[config.mk]
export PLATFORM = sky130hd
export DESIGN_NAME = id_ex_alu_decoder
export DESIGN_NICKNAME = d
export VERILOG_FILES = /design/src/rtl/alu_ctrl_pkg.sv /design/src/rtl/alu_ctrl_lut.sv /design/src/rtl/id_ex_alu_decoder.sv
export SDC_FILE = /design/constraint.sdc
export NUM_CORES = 1
export LEC_CHECK = 0
export CORE_ASPECT_RATIO = 1.75
export CORE_MARGIN = 2
export CORE_UTILIZATION = 41
export DETAILED_ROUTE_END_ITERATION = 12
export PLACE_DENSITY = 0.83
export SYNTH_ARGS = -nofsm -noshare
export SYNTH_HDL_FRONTEND = slang
export SYNTH_HIERARCHICAL = 1
export SYNTH_SLANG_ARGS = --single-unit
export TNS_END_PERCENT = 100
[constraint.sdc]
create_clock -name clk -period 0.91 [get_ports clk]
set_input_delay 0.273 -clock clk [delete_from_list [all_inputs] [get_ports clk]]
set_output_delay 0.273 -clock clk [all_outputs]
set_load 0.1 [all_outputs]
[src/rtl/alu_ctrl_pkg.sv]
// ----------------------------------------------------------------------------
// alu_ctrl_pkg
// Shared constants for the ID-stage ALU decoder:
//   - ALU_* : ALUControl codes consumed by the EX-stage ALU (0..29)
//   - OP_*  : MIPS primary opcodes (instr[31:26])
//   - FN_*  : R-type / SPECIAL2 function codes (instr[5:0])
//   - RT_*  : REGIMM rt selectors (instr[20:16]) for bgez/bltz
// ----------------------------------------------------------------------------
package alu_ctrl_pkg;

    // ALUControl codes
    localparam logic [4:0] ALU_ADD  = 5'd0;
    localparam logic [4:0] ALU_ADDI = 5'd1;
    localparam logic [4:0] ALU_SUB  = 5'd2;
    localparam logic [4:0] ALU_MUL  = 5'd3;
    localparam logic [4:0] ALU_LW   = 5'd4;
    localparam logic [4:0] ALU_SW   = 5'd5;
    localparam logic [4:0] ALU_SB   = 5'd6;
    localparam logic [4:0] ALU_LH   = 5'd7;
    localparam logic [4:0] ALU_LB   = 5'd8;
    localparam logic [4:0] ALU_SH   = 5'd9;
    localparam logic [4:0] ALU_BGEZ = 5'd10;
    localparam logic [4:0] ALU_BEQ  = 5'd11;
    localparam logic [4:0] ALU_BNE  = 5'd12;
    localparam logic [4:0] ALU_BGTZ = 5'd13;
    localparam logic [4:0] ALU_BLEZ = 5'd14;
    localparam logic [4:0] ALU_BLTZ = 5'd15;
    localparam logic [4:0] ALU_J    = 5'd16;
    localparam logic [4:0] ALU_JR   = 5'd17;
    localparam logic [4:0] ALU_JAL  = 5'd18;
    localparam logic [4:0] ALU_AND  = 5'd19;
    localparam logic [4:0] ALU_ANDI = 5'd20;
    localparam logic [4:0] ALU_OR   = 5'd21;
    localparam logic [4:0] ALU_NOR  = 5'd22;
    localparam logic [4:0] ALU_XOR  = 5'd23;
    localparam logic [4:0] ALU_ORI  = 5'd24;
    localparam logic [4:0] ALU_XORI = 5'd25;
    localparam logic [4:0] ALU_SLL  = 5'd26;
    localparam logic [4:0] ALU_SRL  = 5'd27;
    localparam logic [4:0] ALU_SLT  = 5'd28;
    localparam logic [4:0] ALU_SLTI = 5'd29;

    // Primary opcodes
    localparam logic [5:0] OP_RTYPE   = 6'b000000;
    localparam logic [5:0] OP_REGIMM  = 6'b000001;
    localparam logic [5:0] OP_J       = 6'b000010;
    localparam logic [5:0] OP_JAL     = 6'b000011;
    localparam logic [5:0] OP_BEQ     = 6'b000100;
    localparam logic [5:0] OP_BNE     = 6'b000101;
    localparam logic [5:0] OP_BLEZ    = 6'b000110;
    localparam logic [5:0] OP_BGTZ    = 6'b000111;
    localparam logic [5:0] OP_ADDI    = 6'b001000;
    localparam logic [5:0] OP_SLTI    = 6'b001010;
    localparam logic [5:0] OP_ANDI    = 6'b001100;
    localparam logic [5:0] OP_ORI     = 6'b001101;
    localparam logic [5:0] OP_XORI    = 6'b001110;
    localparam logic [5:0] OP_SPECIAL2 = 6'b011100;
    localparam logic [5:0] OP_LB      = 6'b100000;
    localparam logic [5:0] OP_LH      = 6'b100001;
    localparam logic [5:0] OP_LW      = 6'b100011;
    localparam logic [5:0] OP_SB      = 6'b101000;
    localparam logic [5:0] OP_SH      = 6'b101001;
    localparam logic [5:0] OP_SW      = 6'b101011;

    // Function codes
    localparam logic [5:0] FN_SLL = 6'b000000;
    localparam logic [5:0] FN_SRL = 6'b000010;
    localparam logic [5:0] FN_JR  = 6'b001000;
    localparam logic [5:0] FN_ADD = 6'b100000;
    localparam logic [5:0] FN_SUB = 6'b100010;
    localparam logic [5:0] FN_AND = 6'b100100;
    localparam logic [5:0] FN_OR  = 6'b100101;
    localparam logic [5:0] FN_XOR = 6'b100110;
    localparam logic [5:0] FN_NOR = 6'b100111;
    localparam logic [5:0] FN_SLT = 6'b101010;
    localparam logic [5:0] FN_MUL = 6'b000010;   // under OP_SPECIAL2

    // REGIMM rt selectors
    localparam logic [4:0] RT_BLTZ = 5'b00000;
    localparam logic [4:0] RT_BGEZ = 5'b00001;

endpackage

[src/rtl/alu_ctrl_lut.sv]
// ----------------------------------------------------------------------------
// alu_ctrl_lut
// Purely combinational decode of a MIPS instruction word into the ALUControl
// code and operand-select flags. Unknown encodings yield code 0, all flags 0,
// and illegal=1.
// Ports:
//   instr      in   32      instruction word
//   alu_ctrl   out  CTRL_W  ALUControl code
//   alu_src    out  1       B operand = immediate
//   shamt_sel  out  1       B operand = instr[10:6]
//   zero_ext   out  1       immediate is zero-extended
//   illegal    out  1       encoding not recognised
// ----------------------------------------------------------------------------
module alu_ctrl_lut
    import alu_ctrl_pkg::*;
#(
    parameter int CTRL_W = 5
) (
    input  logic [31:0]       instr,
    output logic [CTRL_W-1:0] alu_ctrl,
    output logic              alu_src,
    output logic              shamt_sel,
    output logic              zero_ext,
    output logic              illegal
);

    logic [5:0] op;
    logic [5:0] fn;
    logic [4:0] rt;
    logic [4:0] code;

    assign op = instr[31:26];
    assign fn = instr[5:0];
    assign rt = instr[20:16];

    assign alu_ctrl = CTRL_W'(code);

    always_comb begin
        // NOTE: every output gets a default before the case so no path can
        // leave one unassigned and infer a latch.
        code      = ALU_ADD;
        alu_src   = 1'b0;
        shamt_sel = 1'b0;
        zero_ext  = 1'b0;
        illegal   = 1'b0;

        unique case (op)
            OP_RTYPE: begin
                unique case (fn)
                    FN_ADD: code = ALU_ADD;
                    FN_SUB: code = ALU_SUB;
                    FN_AND: code = ALU_AND;
                    FN_OR:  code = ALU_OR;
                    FN_NOR: code = ALU_NOR;
                    FN_XOR: code = ALU_XOR;
                    FN_SLT: code = ALU_SLT;
                    FN_JR:  code = ALU_JR;
                    FN_SLL: begin code = ALU_SLL; shamt_sel = 1'b1; end
                    FN_SRL: begin code = ALU_SRL; shamt_sel = 1'b1; end
                    default: illegal = 1'b1;
                endcase
            end
            OP_SPECIAL2: begin
                if (fn == FN_MUL) code = ALU_MUL;
                else              illegal = 1'b1;
            end
            OP_ADDI: begin code = ALU_ADDI; alu_src = 1'b1; end
            OP_SLTI: begin code = ALU_SLTI; alu_src = 1'b1; end
            OP_ANDI: begin code = ALU_ANDI; alu_src = 1'b1; zero_ext = 1'b1; end
            OP_ORI:  begin code = ALU_ORI;  alu_src = 1'b1; zero_ext = 1'b1; end
            OP_XORI: begin code = ALU_XORI; alu_src = 1'b1; zero_ext = 1'b1; end
            OP_LW:   begin code = ALU_LW;   alu_src = 1'b1; end
            OP_SW:   begin code = ALU_SW;   alu_src = 1'b1; end
            OP_SB:   begin code = ALU_SB;   alu_src = 1'b1; end
            OP_LH:   begin code = ALU_LH;   alu_src = 1'b1; end
            OP_LB:   begin code = ALU_LB;   alu_src = 1'b1; end
            OP_SH:   begin code = ALU_SH;   alu_src = 1'b1; end
            OP_BEQ:  code = ALU_BEQ;
            OP_BNE:  code = ALU_BNE;
            OP_BLEZ: code = ALU_BLEZ;
            OP_BGTZ: code = ALU_BGTZ;
            OP_REGIMM: begin
                if      (rt == RT_BGEZ) code = ALU_BGEZ;
                else if (rt == RT_BLTZ) code = ALU_BLTZ;
                else                    illegal = 1'b1;
            end
            OP_J:    code = ALU_J;
            OP_JAL:  code = ALU_JAL;
            default: illegal = 1'b1;
        endcase
    end

endmodule

[src/rtl/id_ex_alu_decoder.sv]
// ----------------------------------------------------------------------------
// id_ex_alu_decoder
// ID-stage ALU decoder plus the ID/EX pipeline register for its outputs.
// Per edge: flush (bubble) beats stall (hold) beats load. A load with
// id_valid=0 also produces a bubble.
// Optional feature macro: ILLEGAL_CNT_EN -- saturating counter of illegal
// instructions loaded into ID/EX. Without it illegal_cnt is tied to 0.
// Ports:
//   clk, rst_n     clock, async active-low reset
//   id_valid       id_instr is a real instruction
//   id_instr       instruction from IF/ID
//   stall          hold ID/EX
//   flush          load a bubble into ID/EX
//   ex_valid       ID/EX holds a real instruction
//   ex_alu_ctrl    ALUControl code
//   ex_alu_src     B operand = immediate
//   ex_shamt_sel   B operand = shamt
//   ex_zero_ext    zero-extend immediate
//   ex_illegal     ID/EX holds an undecodable instruction
//   illegal_cnt    saturating illegal-instruction count
// ----------------------------------------------------------------------------
module id_ex_alu_decoder
    import alu_ctrl_pkg::*;
#(
    parameter int CTRL_W = 5,
    parameter int CNT_W  = 8
) (
    input  logic              clk,
    input  logic              rst_n,
    input  logic              id_valid,
    input  logic [31:0]       id_instr,
    input  logic              stall,
    input  logic              flush,
    output logic              ex_valid,
    output logic [CTRL_W-1:0] ex_alu_ctrl,
    output logic              ex_alu_src,
    output logic              ex_shamt_sel,
    output logic              ex_zero_ext,
    output logic              ex_illegal,
    output logic [CNT_W-1:0]  illegal_cnt
);

    logic [CTRL_W-1:0] dec_alu_ctrl;
    logic              dec_alu_src;
    logic              dec_shamt_sel;
    logic              dec_zero_ext;
    logic              dec_illegal;
    logic              load_en;

    alu_ctrl_lut #(.CTRL_W(CTRL_W)) u_lut (
        .instr     (id_instr),
        .alu_ctrl  (dec_alu_ctrl),
        .alu_src   (dec_alu_src),
        .shamt_sel (dec_shamt_sel),
        .zero_ext  (dec_zero_ext),
        .illegal   (dec_illegal)
    );

    // A normal load edge: neither flushed nor held.
    assign load_en = !flush && !stall;

    always_ff @(posedge clk or negedge rst_n) begin
        // NOTE: state is updated with non-blocking assignments so every
        // register samples pre-edge values regardless of statement order.
        if (!rst_n) begin
            ex_valid     <= 1'b0;
            ex_alu_ctrl  <= '0;
            ex_alu_src   <= 1'b0;
            ex_shamt_sel <= 1'b0;
            ex_zero_ext  <= 1'b0;
            ex_illegal   <= 1'b0;
        end else if (flush) begin
            ex_valid     <= 1'b0;
            ex_alu_ctrl  <= '0;
            ex_alu_src   <= 1'b0;
            ex_shamt_sel <= 1'b0;
            ex_zero_ext  <= 1'b0;
            ex_illegal   <= 1'b0;
        end else if (!stall) begin
            ex_valid <= id_valid;
            if (id_valid) begin
                ex_alu_ctrl  <= dec_alu_ctrl;
                ex_alu_src   <= dec_alu_src;
                ex_shamt_sel <= dec_shamt_sel;
                ex_zero_ext  <= dec_zero_ext;
                ex_illegal   <= dec_illegal;
            end else begin
                ex_alu_ctrl  <= '0;
                ex_alu_src   <= 1'b0;
                ex_shamt_sel <= 1'b0;
                ex_zero_ext  <= 1'b0;
                ex_illegal   <= 1'b0;
            end
        end
    end

`ifdef ILLEGAL_CNT_EN
    logic [CNT_W-1:0] cnt_q;

    always_ff @(posedge clk or negedge rst_n) begin
        if (!rst_n) begin
            cnt_q <= '0;
        end else if (load_en && id_valid && dec_illegal && (cnt_q != {CNT_W{1'b1}})) begin
            cnt_q <= cnt_q + 1'b1;
        end
    end

    assign illegal_cnt = cnt_q;
`else
    assign illegal_cnt = '0;
    logic unused_load_en;
    assign unused_load_en = load_en;
`endif

endmodule

Yosys cells after proc, flatten, opt, wreduce, memory -nomap -nowiden --
Index checks and enable logic that the tools add are counted.
Word-level totals: output and inout bits 18, register bits after elaboration 10, logic and storage cells 75, input port bits 37
Operators by class: eq/ne operators 30, reductions and logical operators 8, multiplexer cells 31
Operators by type and width (count):
- 5-bit one-hot mux with 20 select lines | 1
- 6-bit == test, second input constant | 13
- 5-bit one-hot mux with 9 select lines | 1
- 6-bit by 4-bit == test with 1-bit output, second input constant | 6
- 6-bit by 3-bit == test with 1-bit output, second input constant | 4
- 1-bit two-way mux | 22
- 5-bit two-way mux | 4
- 6-bit by 2-bit == test with 1-bit output, second input constant | 3
- 17-bit OR reduction | 1
- 6-bit zero test | 2
- 11-bit OR reduction | 1
- 10-bit OR reduction | 1
- 6-bit by 1-bit == test with 1-bit output, second input constant | 1
- 6-bit by 5-bit == test with 1-bit output, second input constant | 1
- 5-bit by 1-bit == test with 1-bit output, second input constant | 1
- 5-bit zero test | 1
- 4-bit two-way mux | 1
- 1-bit one-hot mux with 4 select lines | 1
- 3-bit OR reduction | 1
- 2-bit two-way mux | 1
- 2-bit by 1-bit != test with 1-bit output, second input constant | 1
- 2-bit OR reduction | 1

Longest topological paths before layout --
word-level depth 7, depth in mapped cells 7, mapped depth without buffers 5

Modules after synthesis --
The synthesis kept the hierarchy.
Modules (own cells, without submodules):
- alu_ctrl_lut | cells each 108, sequential area each 0.0 sq um, area each 688.2 sq um, instances 1
- id_ex_alu_decoder | cells each 35, sequential area each 250.2 sq um, area each 452.9 sq um, instances 1

Worst setup path before layout --
Ideal clock, no wire load.
kind input to register, start point in id_instr[20], end point reg ex_alu_ctrl[0], path slack -0.855 ns, buffers on the path 0, library setup time 0.071 ns, stages 5, arrival 1.694 ns, required time 0.839 ns, cell sequence or4_4 -> or4b_4 -> o22ai_2 -> nand4bb_1 -> a32o_1
On the way: word-level cells in the longest chain between the ends 7, elaborated cells between the ends (all ways) 8, classes of those cells eq/ne: 1; mux: 6; reduce/logical: 1
RTL lines:
- start: declaration | RTL line id_ex_alu_decoder.sv:31 | input logic [31:0] id_instr,
- 5-bit zero test | RTL line alu_ctrl_lut.sv:84 | else if (rt == RT_BLTZ) code = ALU_BLTZ;
- 4-bit two-way mux | RTL line alu_ctrl_lut.sv:84
- 5-bit two-way mux * | RTL line alu_ctrl_lut.sv:83 | if (rt == RT_BGEZ) code = ALU_BGEZ;
- 5-bit one-hot mux with 20 select lines * | RTL line alu_ctrl_lut.sv:47 | unique case (op)
- named net dec_alu_ctrl[0] | RTL line id_ex_alu_decoder.sv:43 | logic [CTRL_W-1:0] dec_alu_ctrl;
- 5-bit two-way mux * | RTL line id_ex_alu_decoder.sv:81 | if (id_valid) begin
- 5-bit two-way mux * | RTL line id_ex_alu_decoder.sv:79 | end else if (!stall) begin
- 5-bit two-way mux * | RTL line id_ex_alu_decoder.sv:72 | end else if (flush) begin
- end signal: assignment | RTL line id_ex_alu_decoder.sv:82 | ex_alu_ctrl <= dec_alu_ctrl;
- end: declaration | RTL line id_ex_alu_decoder.sv:35 | output logic [CTRL_W-1:0] ex_alu_ctrl,
Mark *: on every way through the listed nets, which the timed path passes. The rest lies on a longest branch. The select of a mux whose other input is x is not followed. A chain may end at the register's enable or synchronous reset.

Final worst setup path --
start point in id_instr[17], end point reg ex_alu_ctrl[0]
The elaborated chain is that of the path after synthesis.

==> results by group <==
Synth
  – Most area-hungry cell type in the Yosys netlist: dfrtp_1
  – Number of distinct library cells after synthesis: between 40 and 50
  – Number of synthesized register bits: 10
  – Post-synthesis compound-gate area fraction: 0.3059
  – Post-Synth XOR/XNOR Area: 0.007675
  – Simple-Gate Fraction of Synth Area: 0.3125
  – Async set-reset flop share out of synthesis: 1.000
  – Largest family of logic cells by synthesized area: simple AND/OR/NAND/NOR gates
  – Top-count cell post-synth: dfrtp_1
  – Syn avg cell area: roughly 8.0 sq um
  – Ys flop type: dfrtp_1
  – Multiplexer share of the synthesized area: 0.008772
  – Synth Instances: about 140
  – Adder-Cell Fraction of Synth Area: 0
  – EDFF count, synth: 0
  – Yosys Warn Count: 6
  – Synth area leaders: dfrtp_1, a32o_1, buf_4
  – Seq/Total Area, Yosys: 0.2193
  – Synth top area share: 0.2193
  – Cell Area, Synth: roughly 0.0011 sq mm

Layout
  – Filler cells: 138
  – Ant. Diodes: 0
  – Share of cells above drive strength 1: 0.5727
  – P&R area growth vs syn: 99.12%
  – Register area: between 200 and 300 sq um
  – Footprint of the multi-input gates: 924.6 sq um
  – Nets: 265

Die
  – Die height: ~74 um
  – Num rows: 25
  – # IOs: 55
  – Die area: 0.003238 sq mm
  – CORE AREA: around 0.0027 sq mm
  – Chip width: between 40 and 50 um
  – Initial Utilization: 0.4242

STA
  – Hold WS: 0.3639 ns
  – Fin Setup TNS: -7.761 ns
  – RSZ-0062 raised after global routing: yes
  – Minimum clock period after layout: approximately 1.8 ns
  – Final Cycle Share: 1.926
  – Skew final: 0 ns
  – Final setup vio count: 19
  – Final Hold Fails: 0
  – Final setup margin: -0.8423 ns
  – Slew Limit Fails: 0
  – Maximum clock frequency: around 570 MHz

Clock tree
  – Root Buffer: clkbuf_8
  – CTS tree: done
  – H-tree Lvls: 1
  – Max Root-Sink Buffers: 2
  – TritonCTS Buffers: 3
  – Skew-Pair Late Insertion Delay: ~0.23 ns
  – Clk slew on worst S/H paths: roughly 0.050 ns
  – CTS sink cnt: 10
  – Cts hold-fix bufs: 0

GRT
  – Overall Global Routing Usage: 0.2961
  – Vias in the first global route: ~1600
  – Initial antenna violation count: 0
  – First-pass GRT wire length: around 7.3 mm
  – GRT overflow: 0
  – Largest net degree at the start of global routing: 11

Drt
  – # DRC: 0
  – Drt first-iter violations: 45
  – DRT Wirelength: 5.092 mm
  – Remaining antenna violation count: 0
  – Post-DR vias/cell: 6.287
  – Vias: roughly 1600
  – Mean routed wirelength per cell: ~20 um
  – DRT Pass-1 Iters: 4

Status
  – Status: complete, but fails checks
  – Failing checks: negative setup slack

Setup path
  – Critical Path Sink Type: register
  – Startpoint Class: primary input
  – R2r startpoint: ex_alu_ctrl[1]
  – Worst R2R Path Depth: 2
  – WP data arrival: ~1.9 ns
  – Worst setup path startpoint: id_instr[17]
  – Reg-to-Reg End: ex_alu_ctrl[1]
  – CP required: approximately 1.1 ns
  – CP Max Fanout: 3
  – Kind of critical path: in2reg
  – FF-to-FF setup slack: -0.06 ns
  – Worst setup endpoint: ex_alu_ctrl[0]

Power
  – PD cells: 852.5 mW/mm^2
  – Overall power: about 0.0019 W
  – Worst VDD drop: between 1.5 and 2 mV
  – Lkg Pwr: roughly 1 nW

Placement
  – Port buffer count: 31
  – Placer Congestion: about 0.9
  – Post-detail-place hpwl: 3.244 mm

Job
  – Maxcap violations: 0

Worst hold path
  – Worst min path class: in2async
layer usage:
metal  GRT usage  wire length (um)  vias to the layer above
li1            -                 -                      708
met1      0.2931              1715                      778
met2      0.5686              2871                       86
met3     0.04177               242                       25
met4      0.1448               262                        0
met5           0                 0                        -
cells by family (layout without fill, tap and decap cells):
kind of cell | count (synthesis) | count (layout)
AOI/OAI and AO/OA | 45 | 45
buffers and inverters | 26 | 103
muxes | 1 | 1
and+or+nand+nor | 59 | 59
DFF | 10 | 10
xor gates and xnor gates | 1 | 1
other | 1 | 8
placed cells by master, fill, tap and decap left out, types with 5 or more instances in the layout:
| master | count |
|---|---|
| buf_4 | 40 |
| o21ai_0 | 6 |
| buf_2 | 5 |
| dfrtp_4 | 9 |
| conb_1 | 8 |
| buf_12 | 12 |
| nor2_1 | 7 |
| a21oi_1 | 5 |
| nor2b_1 | 5 |
| a32o_1 | 8 |
| inv_1 | 7 |
| buf_6 | 24 |
| nand2_1 | 6 |
registers in the layout, indices dropped and copies added, names as in the netlist:
register / cells
ex_alu_ctrl: 5
ex_alu_src: 1
ex_zero_ext: 1
ex_valid: 1
ex_illegal: 1
ex_shamt_sel: 1
where the power goes:
group	leakage [nW]	internal, W	total (W)	switching, W
Combinational	0.866	0.000426	0.000984	0.000559
Sequential	0.121	0.000461	0.000474	0.0000129
Clock	0.0228	0.000307	0.000479	0.000172
worst max-delay path, stage by stage:
cell       delay (ns)
buf_6            0.09
or4_4            0.52
or4b_4           0.53
o22ai_2          0.15
nand4bb_1        0.14
a32o_1           0.21
timing repair:
| action | in CTS | in global routing |
|---|---|---|
| hold endpoints to repair | 0 | 0 |
| pin swaps | 31 | 18 |
| setup endpoints to repair | 20 | 19 |
| buffers inserted | 10 | 7 |
| gates cloned | 1 | 0 |
| gates resized for setup | 106 | 15 |
worst min-delay path by stage:
stage | start | end | cells after the start
finish | rst_n | ex_alu_ctrl[4] | 2
global route | rst_n | ex_shamt_sel | 2
CTS | rst_n | ex_alu_ctrl[4] | 2
detailed placement | ex_zero_ext | ex_zero_ext | 1
global placement | ex_alu_ctrl[0] | ex_alu_ctrl[0] | 1
floorplan | rst_n | ex_alu_ctrl[0] | 0
layout make-up:
| class | instances | area share |
|---|---|---|
| clock buffer | 4 | 0.01982 |
| inverter | 7 | 0.01156 |
| multi-input combinational | 114 | 0.4069 |
| sequential | 10 | 0.1250 |
| tap | 27 | 0.01487 |
| timing repair buffer | 92 | 0.4218 |
per-stage QoR:
step / util / cell area, sq um / instances / worst slack, ns
6_report: 0.8447 / 2272 / 254 / -0.8423
5_1_grt: 0.8447 / 2272 / 254 / -0.8541
3_5_place_dp: 0.7098 / 1909 / 234 / -1.346
3_3_place_gp: 0.7098 / 1909 / 234 / -1.300
2_1_floorplan: - / 1277 / 150 / -0.8547
4_1_cts: 0.8084 / 2175 / 249 / -0.8465
Power figures use the tool's default switching activity.
==> variant 1, RTL diff (config.mk and constraints unchanged) <==
Build with the macro `ILLEGAL_CNT_EN` defined.
--- a/src/rtl/id_ex_alu_decoder.sv
+++ b/src/rtl/id_ex_alu_decoder.sv
@@ -19,6 +19,8 @@
 //   ex_illegal     ID/EX holds an undecodable instruction
 //   illegal_cnt    saturating illegal-instruction count
 // ----------------------------------------------------------------------------
+`define ILLEGAL_CNT_EN
+
 module id_ex_alu_decoder
     import alu_ctrl_pkg::*;
 #(
Function: changed (a bounded check fails within 4 cycles, from zero or initial values and one cycle with rst_n low).
==> variant 1 against the unedited design <==
Worst setup slack worse by 0.20 ns. Critical endpoint is now ex_alu_ctrl[1]$_DFFE_PN0P_. Total power increased by 140%. Synthesized cell count increased by 27%. Cell area rose by 42%. Sequential cell count is 8 higher. The run still ends with negative setup slack left. Utilization increased by 5.3 points. Global-route usage increased by 6.5 points. Clock skew rose by 0.0038 ns. Synthesized area is 32% higher. Register-to-register slack got worse by 0.68 ns. Wire length is 75% higher. Critical path depth up 2.
==> variant 1: results (changes against the unedited design) <==
.. list-table::
   :header-rows: 1

   * - Metric
     - Value
   * - Maximum VDD drop
     - 0.00215 V (+34%)
   * - First DRT Iteration DRCs
     - 220 (+390%)
   * - Port-buffer cells
     - 39 (+26%)
   * - Number of distinct standard cells referenced by the synthesized netlist
     - 53 (+13%)
   * - FF-to-FF setup slack
     - -0.74 ns (-0.68 ns)
   * - Finish-stage setup viols
     - 36 (+17)
   * - Violated checks
     - negative setup slack
   * - Met2 WL
     - 4630 um (+61%)
   * - Reg clk slew, reported paths
     - 0.08 ns (+0.03 ns)
   * - Layout Area Growth over Synthesis
     - 113%
   * - Slack of the critical path
     - -1.04 ns (-0.202 ns)
   * - Number of instances resized during post-cts repair
     - 108 (+1.9%)
   * - Worst setup endpoint
     - ex_alu_ctrl[1]$_DFFE_PN0P_
   * - Count of non-CTS buffers in the layout
     - 126 (+37%)
   * - Non-clock buffering overhead
     - 0.407 (-0.0146)
   * - Relative contribution of the clock network to total power
     - 0.155 (-0.092)
   * - Dpl cell area
     - 0.00270 mm2 (+41%)
   * - Fraction of the mapped netlist area in compound gates
     - 0.239 (-0.0665)
   * - Part of the Yosys area used for sequential elements
     - 0.298 (+0.0790)
   * - Run status
     - finished with violations
   * - Total detailed-routing wirelength
     - 8920 um (+75%)
   * - First-pass iteration count of the detailed router
     - 7 (+3)
   * - Hold WS
     - 0.345 ns (-0.0185 ns)
   * - Count of multi-input gates
     - 145 (+27%)
   * - Detailed-placement wirelength estimate
     - 4460 um (+37%)
   * - Average footprint of a synthesized cell
     - 8.30 um2 (+4.0%)
variant 1: cell count changes after synthesis, sizes merged, moves of 3 or more:
cell / unedited run / this run
a22oi: 1 / 5
dfrtp: 10 / 18
nand3b: 2 / 6
a21oi: 6 / 12
nand2: 9 / 15
nor2: 9 / 13
buf: 14 / 5
nand4: 2 / 5
a32o: 9 / 0
xnor2: 0 / 3
mux2: 0 / 4
variant 1: worst max-delay path, stage by stage:
cell,delay (ns)
sky130_fd_sc_hd__buf_6,0.09
sky130_fd_sc_hd__or4_4,0.54
sky130_fd_sc_hd__or4b_4,0.58
sky130_fd_sc_hd__buf_4,0.16
sky130_fd_sc_hd__buf_4,0.12
sky130_fd_sc_hd__o2111ai_2,0.07
sky130_fd_sc_hd__nand3b_1,0.13
sky130_fd_sc_hd__a21oi_2,0.17
variant 1: cells by family after synthesis:
family / count (synthesis)
AOI/OAI and AO/OA: 52
xor gates and xnor gates: 4
and+or+nand+nor: 84
muxes: 4
buffers and inverters: 19
adders and majority gates: 1
DFF: 18
==> variant 2, RTL diff (same settings) <==
Made on the original files. Set the parameter `CNT_W` to 7 (it was 8).
--- a/src/rtl/id_ex_alu_decoder.sv
+++ b/src/rtl/id_ex_alu_decoder.sv
@@ -23,7 +23,7 @@
     import alu_ctrl_pkg::*;
 #(
     parameter int CTRL_W = 5,
-    parameter int CNT_W  = 8
+    parameter int CNT_W  = 7
 ) (
     input  logic              clk,
     input  logic              rst_n,
Ports: changed (resized illegal_cnt); port bits go from 55 to 54. The function was not compared with the original's and may differ.
==> variant 2 against the unedited design <==
The run still ends with negative setup slack left. Combinational power rose by 4%. Synthesized area decreased by 0.66%. Hold slack got worse by 0.025 ns. Sequential cell count stayed put. Register-to-register slack got worse by 0.05 ns. Total power increased by 2.5%. Worst setup slack got worse by 0.037 ns. Via count is 8.4% higher. Clock skew unchanged. Cell area increased by 3.1%. Global-route usage increased by 5.8 points. Synthesized cell count is 0.70% lower. Wire length grew 23%.
==> variant 2: results (changes against the unedited design) <==
.. list-table::
   :header-rows: 1

   * - Metric
     - Value
   * - Setup TNS after final layout
     - -8.65 ns (-0.891 ns)
   * - Total GRT Usage
     - 0.355 (+0.0584)
   * - Run status
     - finished with violations
   * - Cell area after layout
     - 0.00234 mm2 (+3.1%)
   * - Share of layout cells above drive strength 1
     - 0.618 (+0.0453)
   * - Detailed-placement wirelength estimate
     - 3380 um (+4.2%)
   * - Via total after detailed routing
     - 1731 (+8.4%)
   * - Maximum VDD drop
     - 0.00122 V (-24%)
   * - Hold WS
     - 0.339 ns (-0.0246 ns)
   * - Violated checks
     - negative setup slack
   * - FF-to-FF setup slack
     - -0.11 ns (-0.05 ns)
   * - Critical path data arrival time
     - 1.95 ns (+0.04 ns)
   * - Clock latency on the worst-skew pair
     - about 0.24 ns
   * - First-pass iteration count of the detailed router
     - 5 (+1)
   * - Average footprint of a synthesized cell
     - 7.98 um2 (about the same)
   * - Number of distinct standard cells referenced by the synthesized netlist
     - 47 (unchanged)
   * - Count of placed standard cells including taps
     - 236 (+0.85%)
   * - Pre-CTS setup slack
     - -1.37 ns (-0.0215 ns)
   * - Finish-stage setup viols
     - 20 (+1)
   * - Total detailed-routing wirelength
     - 6270 um (+23%)
   * - Slowest-stage cell, CP
     - sky130_fd_sc_hd__or4_4
   * - Area contributors post-synth
     - sky130_fd_sc_hd__dfrtp_1 (22%), sky130_fd_sc_hd__a32o_1 (7.9%), sky130_fd_sc_hd__buf_4 (5.3%)
   * - Fin cells
     - 260 (+2.4%)
   * - Slack of the critical path
     - -0.879 ns (-0.0371 ns)
   * - Part of the Yosys area used for sequential elements
     - 0.221 (+0.00145)
variant 2: cell count changes after synthesis:
cell	delta
sky130_fd_sc_hd__buf_4	-1
variant 2: logic make-up (layout without fill, tap and decap cells):
group	count (synthesis)	count (layout)	share of synthesized area
multiplexers	1	1	0.00883
buffers and inverters	25	110	0.137
AO/OA/AOI/OAI	45	45	0.308
flip-flops	10	10	0.221
AND/OR/NAND/NOR	59	59	0.315
XOR/XNOR	1	1	0.00773
other	1	7	0.00331
variant 2: final cells by class:
class | instances | area share
clock buffer | 4 | 0.0192
inverter | 7 | 0.0128
multi-input combinational | 113 | 0.408
sequential | 10 | 0.121
tap | 27 | 0.0144
timing repair buffer | 98 | 0.421
timing repair inverter | 1 | 0.00320
variant 2: path summary, 6_finish.rpt:
| kind | start | endpoint | cells after the start |
|---|---|---|---|
| max in group asynchronous | rst_n | ex_alu_ctrl[2]$_DFFE_PN0P_ | 2 |
| worst max register to register | ex_alu_ctrl[2]$_DFFE_PN0P_ | ex_alu_ctrl[2]$_DFFE_PN0P_ | 2 |
| worst max-delay path | id_instr[17] | ex_alu_ctrl[2]$_DFFE_PN0P_ | 6 |
| min in group clk | flush | ex_valid$_DFFE_PN0P_ | 2 |
| worst min register to register | ex_alu_ctrl[0]$_DFFE_PN0P_ | ex_alu_ctrl[0]$_DFFE_PN0P_ | 1 |
| worst min-delay path | rst_n | ex_alu_ctrl[1]$_DFFE_PN0P_ | 2 |
variant 2: where the power goes:
part           internal, mW  leakage (nW)  total (mW)  switching, mW
Sequential            0.461         0.121       0.474         0.0136
Combinational         0.437         0.900        1.02          0.580
Clock                 0.308        0.0228       0.495          0.187
Total                  1.21          1.04        1.99          0.781
variant 2: what timing repair did:
| action | 4_1_cts | 5_1_grt |
|---|---|---|
| hold endpoints to repair | 0 | 0 |
| setup buffers | 13 | 5 |
| pin swaps | 33 | 14 |
| cloned | 2 | 0 |
| gates resized for setup | 116 | 14 |
| hold buffers | 0 | 0 |
| setup endpoints to repair | 20 | 20 |
variant 2: per-layer routing:
| layer | GRT usage | wire length (um) | vias up |
|---|---|---|---|
| met2 | 0.603 | 3260 | 144 |
| met3 | 0.0614 | 425 | 58 |
| met5 | 0 | 0 | - |
| met4 | 0.229 | 452 | 0 |
| li1 | - | - | 714 |
| met1 | 0.391 | 2130 | 815 |
